==> src/rtl/match_persistence_filter.sv <==
// Debounces the comparator's per-sample equal flag into a stable match status
// with hysteresis. It emits one-cycle rise/fall pulses and keeps a saturating
// count of lock entries.
module match_persistence_filter #(
    parameter int ON_COUNT  = 4,
    parameter int OFF_COUNT = 2,
    parameter int CNT_W     = 4
) (
    input  logic             clk,
    input  logic             rst,
    input  logic             clear,
    input  logic             sample_valid,
    input  logic             equal_in,
    output logic             match_stable,
    output logic             rise_pulse,
    output logic             fall_pulse,
    output logic [1:0]       state,
    output logic [CNT_W-1:0] run_count,
    output logic [7:0]       lock_events
);

    typedef enum logic [1:0] {
        IDLE    = 2'd0,
        CONFIRM = 2'd1,
        LOCKED  = 2'd2,
        RELEASE = 2'd3
    } state_t;

    localparam logic [CNT_W-1:0] ON_C  = CNT_W'(ON_COUNT);
    localparam logic [CNT_W-1:0] OFF_C = CNT_W'(OFF_COUNT);

    state_t           r_state,  w_state_nxt;
    logic [CNT_W-1:0] r_run,    w_run_nxt;
    logic             r_stable, w_stable_nxt;
    logic             r_rise,   w_rise_nxt;
    logic             r_fall,   w_fall_nxt;
    logic [7:0]       r_lock,   w_lock_nxt;
    logic [CNT_W-1:0] w_run_inc;
    logic [7:0]       w_lock_inc;

    // run_count is bounded by max(ON,OFF)-1, so the increment never wraps.
    assign w_run_inc  = r_run + CNT_W'(1);
    assign w_lock_inc = (r_lock == 8'hFF) ? r_lock : r_lock + 8'd1;

    // Next-state and next-output decode for the hysteresis FSM.
    always_comb begin
        // NOTE: every comb output gets a default first so no path leaves it unassigned (which would infer a latch).
        w_state_nxt  = r_state;
        w_run_nxt    = r_run;
        w_stable_nxt = r_stable;
        w_rise_nxt   = 1'b0;
        w_fall_nxt   = 1'b0;
        w_lock_nxt   = r_lock;

        if (clear) begin
            w_state_nxt  = IDLE;
            w_run_nxt    = '0;
            w_stable_nxt = 1'b0;
            w_lock_nxt   = 8'd0;
        end else if (sample_valid) begin
            // equal_in is only looked at under sample_valid, so an X on it cannot leak.
            case (r_state)
                IDLE: begin
                    if (equal_in) begin
                        if (ON_COUNT == 1) begin
                            w_state_nxt  = LOCKED;
                            w_run_nxt    = '0;
                            w_stable_nxt = 1'b1;
                            w_rise_nxt   = 1'b1;
                            w_lock_nxt   = w_lock_inc;
                        end else begin
                            w_state_nxt = CONFIRM;
                            w_run_nxt   = CNT_W'(1);
                        end
                    end else begin
                        w_run_nxt = '0;
                    end
                end
                CONFIRM: begin
                    if (equal_in) begin
                        if (w_run_inc == ON_C) begin
                            w_state_nxt  = LOCKED;
                            w_run_nxt    = '0;
                            w_stable_nxt = 1'b1;
                            w_rise_nxt   = 1'b1;
                            w_lock_nxt   = w_lock_inc;
                        end else begin
                            w_run_nxt = w_run_inc;
                        end
                    end else begin
                        w_state_nxt = IDLE;
                        w_run_nxt   = '0;
                    end
                end
                LOCKED: begin
                    if (!equal_in) begin
                        if (OFF_COUNT == 1) begin
                            w_state_nxt  = IDLE;
                            w_run_nxt    = '0;
                            w_stable_nxt = 1'b0;
                            w_fall_nxt   = 1'b1;
                        end else begin
                            w_state_nxt = RELEASE;
                            w_run_nxt   = CNT_W'(1);
                        end
                    end else begin
                        w_run_nxt = '0;
                    end
                end
                RELEASE: begin
                    if (!equal_in) begin
                        if (w_run_inc == OFF_C) begin
                            w_state_nxt  = IDLE;
                            w_run_nxt    = '0;
                            w_stable_nxt = 1'b0;
                            w_fall_nxt   = 1'b1;
                        end else begin
                            w_run_nxt = w_run_inc;
                        end
                    end else begin
                        w_state_nxt = LOCKED;
                        w_run_nxt   = '0;
                    end
                end
                default: begin
                    w_state_nxt = IDLE;
                    w_run_nxt   = '0;
                end
            endcase
        end
    end

    // State and registered outputs; async reset drops everything with no pulse.
    always_ff @(posedge clk or posedge rst) begin
        if (rst) begin
            r_state  <= IDLE;
            r_run    <= '0;
            r_stable <= 1'b0;
            r_rise   <= 1'b0;
            r_fall   <= 1'b0;
            r_lock   <= 8'd0;
        end else begin
            // NOTE: non-blocking assignments so every register samples pre-edge values.
            r_state  <= w_state_nxt;
            r_run    <= w_run_nxt;
            r_stable <= w_stable_nxt;
            r_rise   <= w_rise_nxt;
            r_fall   <= w_fall_nxt;
            r_lock   <= w_lock_nxt;
        end
    end

    assign state        = r_state;
    assign run_count    = r_run;
    assign match_stable = r_stable;
    assign rise_pulse   = r_rise;
    assign fall_pulse   = r_fall;
    assign lock_events  = r_lock;

endmodule

==> config.mk <==
export PLATFORM = sky130hd
export DESIGN_NAME = match_persistence_filter
export DESIGN_NICKNAME = d
export VERILOG_FILES = /design/src/rtl/match_persistence_filter.sv
export SDC_FILE = /design/constraint.sdc
export NUM_CORES = 1
export LEC_CHECK = 0
export CAP_MARGIN = 5
export CORE_UTILIZATION = 47
export DETAILED_ROUTE_END_ITERATION = 8
export MAX_ROUTING_LAYER = met4
export PLACE_DENSITY = 0.73
export SETUP_SLACK_MARGIN = 0.15
export SLEW_MARGIN = 20
export SYNTH_ARGS = -nofsm -noshare
export SYNTH_HDL_FRONTEND = slang
export SYNTH_SLANG_ARGS = --single-unit
==> constraint.sdc <==
create_clock -name clk -period 2.5 [get_ports clk]
set_clock_uncertainty 0.2 [all_clocks]
set_input_delay 0.5 -clock clk [delete_from_list [all_inputs] [get_ports clk]]
set_output_delay 0.5 -clock clk [all_outputs]
set_load 0.01 [all_outputs]
# Word-level counts from Yosys, hierarchy flattened
# Index checks and enable logic that the tools add are counted.
[classes] add_sub_neg=2 mul=0 div_mod_pow=0 n_lt_le_gt_ge=0 eq_ne=15 n_shift=0 mux=41 n_bitwise=0 reduce_logical=9
[ops] cell="two-way mux 8 bit" n=6
[ops] cell="two-way mux 4 bit" n=6
[ops] cell="two-way mux 1 bit" n=18
[ops] cell="inequality test 3 bit (second input constant)" n=6
[ops] cell="two-way mux 2 bit" n=8
[ops] cell="case mux 4 bit (4 select lines)" n=1
[ops] cell="AND reduction 5 bit" n=2
[ops] cell="adder 8 x 1 -> 8 bit (second input constant)" n=1
[ops] cell="equality test 8 bit (second input constant)" n=1
[ops] cell="inequality test 4 bit (second input constant)" n=2
[ops] cell="case mux 2 bit (4 select lines)" n=1
[ops] cell="nonzero test 2 bit" n=4
[ops] cell="AND reduction 6 bit" n=1
[ops] cell="adder 4 x 1 -> 4 bit (second input constant)" n=1
[ops] cell="equality test 2 bit (second input constant)" n=2
[ops] cell="equality test 4 x 2 -> 1 bit (second input constant)" n=1
[ops] cell="equality test 4 x 3 -> 1 bit (second input constant)" n=1
[ops] cell="nonzero test 3 bit" n=1
[ops] cell="equality test 2 x 1 -> 1 bit (second input constant)" n=1
[ops] cell="zero test 2 bit" n=1
[ops] cell="inequality test 2 bit (second input constant)" n=1
[ops] cell="case mux 1 bit (2 select lines)" n=1
[word_totals] regBits=17 latch_bits=0 ramBits=0 romBits=0 in_bits=5 output_inout_bits=17 word_cells=73 mem_count=0

# Logic depth before layout (Yosys ltp)
[depth] depth_word=7 ltp_mapped=6 mapped_depth_nobuf=6

# Least setup slack after synthesis
# Ideal clock, no wire load.
[synth_timing] kind="flip-flop to flip-flop" startpoint="register r_run[0], in the netlist run_count[0]" endpoint="register r_lock[7], in the netlist lock_events[7]" setup_time_ns=0.078 arrival_ns=2.037 required_time_ns=2.222 path_slack_ns=0.185 stages_incl_launch_ff=7 path_buffers=0 synth_period_minus_slack_ns=2.315 path_cell_list="dfrtp_1 -> ha_1 -> or2b_1 -> o31ai_4 -> nand4_2 -> or4_1 -> a21oi_1"
[synth_via] elab_chain_cells=4
[synth_lines] element="start: declaration" line="33" source="logic [CNT_W-1:0] r_run, w_run_nxt;"
[synth_lines] element="start signal: assignment" line="145" source="r_run <= w_run_nxt;"
[synth_lines] element="adder 4 x 1 -> 4 bit" line="42" source="assign w_run_inc = r_run + CNT_W'(1);"
[synth_lines] element="equality test 4 x 3 -> 1 bit" line="81" source="if (w_run_inc == ON_C) begin"
[synth_lines] element="nonzero test 2 bit (no line)"
[synth_lines] element="AND reduction 5 bit (no line)"
[synth_lines] element="end signal: assignment" line="149" source="r_lock <= w_lock_nxt;"
[synth_lines] element="end: declaration" line="37" source="logic [7:0] r_lock, w_lock_nxt;"
# No other way between the ends.
# A chain may end at the register's enable or synchronous reset.

# Worst setup path after layout
# Same ends and word-level chain as after synthesis.

==> impl_metrics.ini <==
[routing]
drtIter0Drc = 20
vias = 937
first_pass_iters = 4
viasPerCell = 5.51
drtAntennaViolNets = 0
wl_per_cell_um = 13.6
routed_wirelength_mm = 2.31
drc_errors = 0

[finish]
diodes = 0
area_growth_pct = 33.1
num-nets-final = 153
drive_gt1_share_pct = 13.3
final_area_um2 = 1360

[placed_design]
placed_cell_area_um2 = 1330
dp_hpwl_mm = 1.70
portBuffers = 21
gp_congestion = 0.838

[timing]
setup_tns_ps = 0
slew_violations = 0
slew-limit-headroom_pct = 57.5
post-route-min-period_ps = 2270
worstMarginPinSlew_ps = 636
finalCritPeriodShare_pct = 90.7
hold_violations = 0
rsz0062_at_grt = yes
clock.fmax_ghz = 0.441
timing.hold.ws_ps = 358
setup_viol = 0

[logic_synthesis]
yosysWarnings = 0
ys_types = 39
netlist_area_um2 = 1020
yosys.area.top_type = dfrtp_1
ys.flop_type = dfrtp_1
synth_edf_count = 0
syn_nets = 120
synth.top_cell.area_share_pct = 41.5
syn_area_per_cell_um2 = 9.23
synthCells = 111
yosys.cell_count.top_type = dfrtp_1
synthTopCellsByArea = dfrtp_1 (42%), ha_1 (4.9%), a21oi_1 (4.4%)
async_flop_share_pct = 100
netlist_top_cells_count = dfrtp_1 (17), nand2_1 (12), a21oi_1 (9)
ys_seq_elements = 17
synth_seq_area_share_pct = 41.5

[setup_path]
cp_max_fo = 8
cp_cell_sequence = ha_1 > or2b_1 > o31ai_4 > nand4_4 > or4_1 > a21oi_1
startpoint_type = flop
crit_arrival_ps = 2290
max_stage_delay_ps = 420
r2r_cells = 6
path_class = reg -> reg
path_delay_family = simple AND/OR/NAND/NOR gates
critPathLaunch = run_count[0]
critPathBufInv = 0
cp.required_ps = 2520
cp_slowest_cell = or4_1
worst_setup_path_end_kind = flop
r2r_start = run_count[0]
path_depth = 6

[global_routing]
grt_pass1_wl_mm = 4.01
grt_overflow = 0
track_usage_pct = 21.9
grt_pass1_vias = 919
antenna_found_initial = 0
grt_start_max_net_pins = 18

[clock_network]
cts_root_buffer = clkbuf_4
htreeDepth = 1
tritoncts = yes
insertion_delay_ps = 290
numCtsBuffers = 3
clock_sinks = 17
clockBufferDepth = 2
clk_pin_slew_ps = 100
hold_buffers = 0

[min_path]
hold_path_depth = 2
holdCritPathClass = reg -> reg
min_from = match_stable

[run]
drv_cap = 0

[floorplanning]
num_io_pins = 22
design.die.area_um2 = 2370
dieWidth_um = 48.7
start_util_pct = 51.2
die_y_um = 48.7
fp-row-count = 16
core_um2 = 2000

[power]
powerDensity_nw_per_um2 = 350
leakage_nw = 0.561
ir_drop_uv = 259

[status]
status = finished clean
cells by family (layout without fill, tap and decap cells):
kind of cell / after synthesis / in the layout / synth area share (%)
adder cells (fa/ha/maj): 4 / 4 / 4.88
AND/OR/NAND/NOR: 52 / 52 / 29.1
flip-flops: 17 / 17 / 41.5
AO/OA/AOI/OAI: 27 / 27 / 18.2
XOR/XNOR: 1 / 1 / 0.855
buffers and inverters: 7 / 39 / 2.56
multiplexers: 3 / 3 / 2.93
per-layer routing:
metal	GRT usage, %	up-vias	part of all wire (%)
met5	-	-	0
met4	3.43	0	0.39
met3	3.14	2	3.1
met2	33.8	16	48
met1	31.0	453	49
li1	-	466	-
where the power goes:
| part | switching [W] | internal, W |
|---|---|---|
| Sequential | 0.00000236 | 0.000277 |
| Combinational | 0.0000260 | 0.0000210 |
| Clock | 0.0000888 | 0.0000620 |
state kept, by name (all words and copies together), names as in the netlist:
signal and count:
run_count 4, fall_pulse 1, rise_pulse 1, match_stable 1, lock_events 8, state 2
cells in the final DEF (no fill, tap or decap), types with 2 or more instances in the layout:
master / count
buf_4: 9
nor2b_1: 3
nor2_1: 8
ha_1: 4
nand3_1: 3
or3_1: 3
clkbuf_4: 3
inv_1: 5
nand2_1: 12
nor3_1: 5
a31oi_1: 2
clkdlybuf4s50_1: 21
a211oi_1: 2
or3b_1: 2
or4_1: 2
dfrtp_1: 17
o21ai_0: 4
nor4_1: 2
a21oi_1: 9
o31ai_1: 3
nand2b_1: 2
mux2i_1: 3
timing repair:
action,4_1_cts,5_1_grt
buffers inserted,0,0
setup endpoints to repair,0,1
gates resized for setup,0,1
per-stage QoR:
step / power (W) / setup slack (ps) / utilization [%] / instances
final: 0.000477 / 233 / 68.1 / 170
after global routing: 0.000497 / 118 / 68.1 / 170
after CTS: 0.000477 / 210 / 67.7 / 170
after detailed placement: 0.000331 / 73.5 / 66.4 / 166
after global placement: 0.000330 / 141 / 66.4 / 166
after floorplan: 0.000306 / 185 / - / 111
worst min-delay path: stages, from the launching register on:
cell and delay, ps:
dfrtp_1 360, a31oi_1 40, nor3_1 110
worst paths after layout:
| kind | end | slack (ps) |
|---|---|---|
| min reg2reg | match_stable | 360 |
| max reg2reg | lock_events[7] | 230 |
| min in group asynchronous | lock_events[2] | 380 |
| min | match_stable | 360 |
| max | lock_events[7] | 230 |
| max in group asynchronous | state[1] | 1310 |
cell type report:
type	instances	area (µm²)
flip-flops and latches	17	425
repair buffers	30	278
inverters	5	18.8
well taps	27	33.8
clock buffers	4	26.3
fillers	173	638
multi-input cells	87	582
Power figures use the tool's default switching activity.
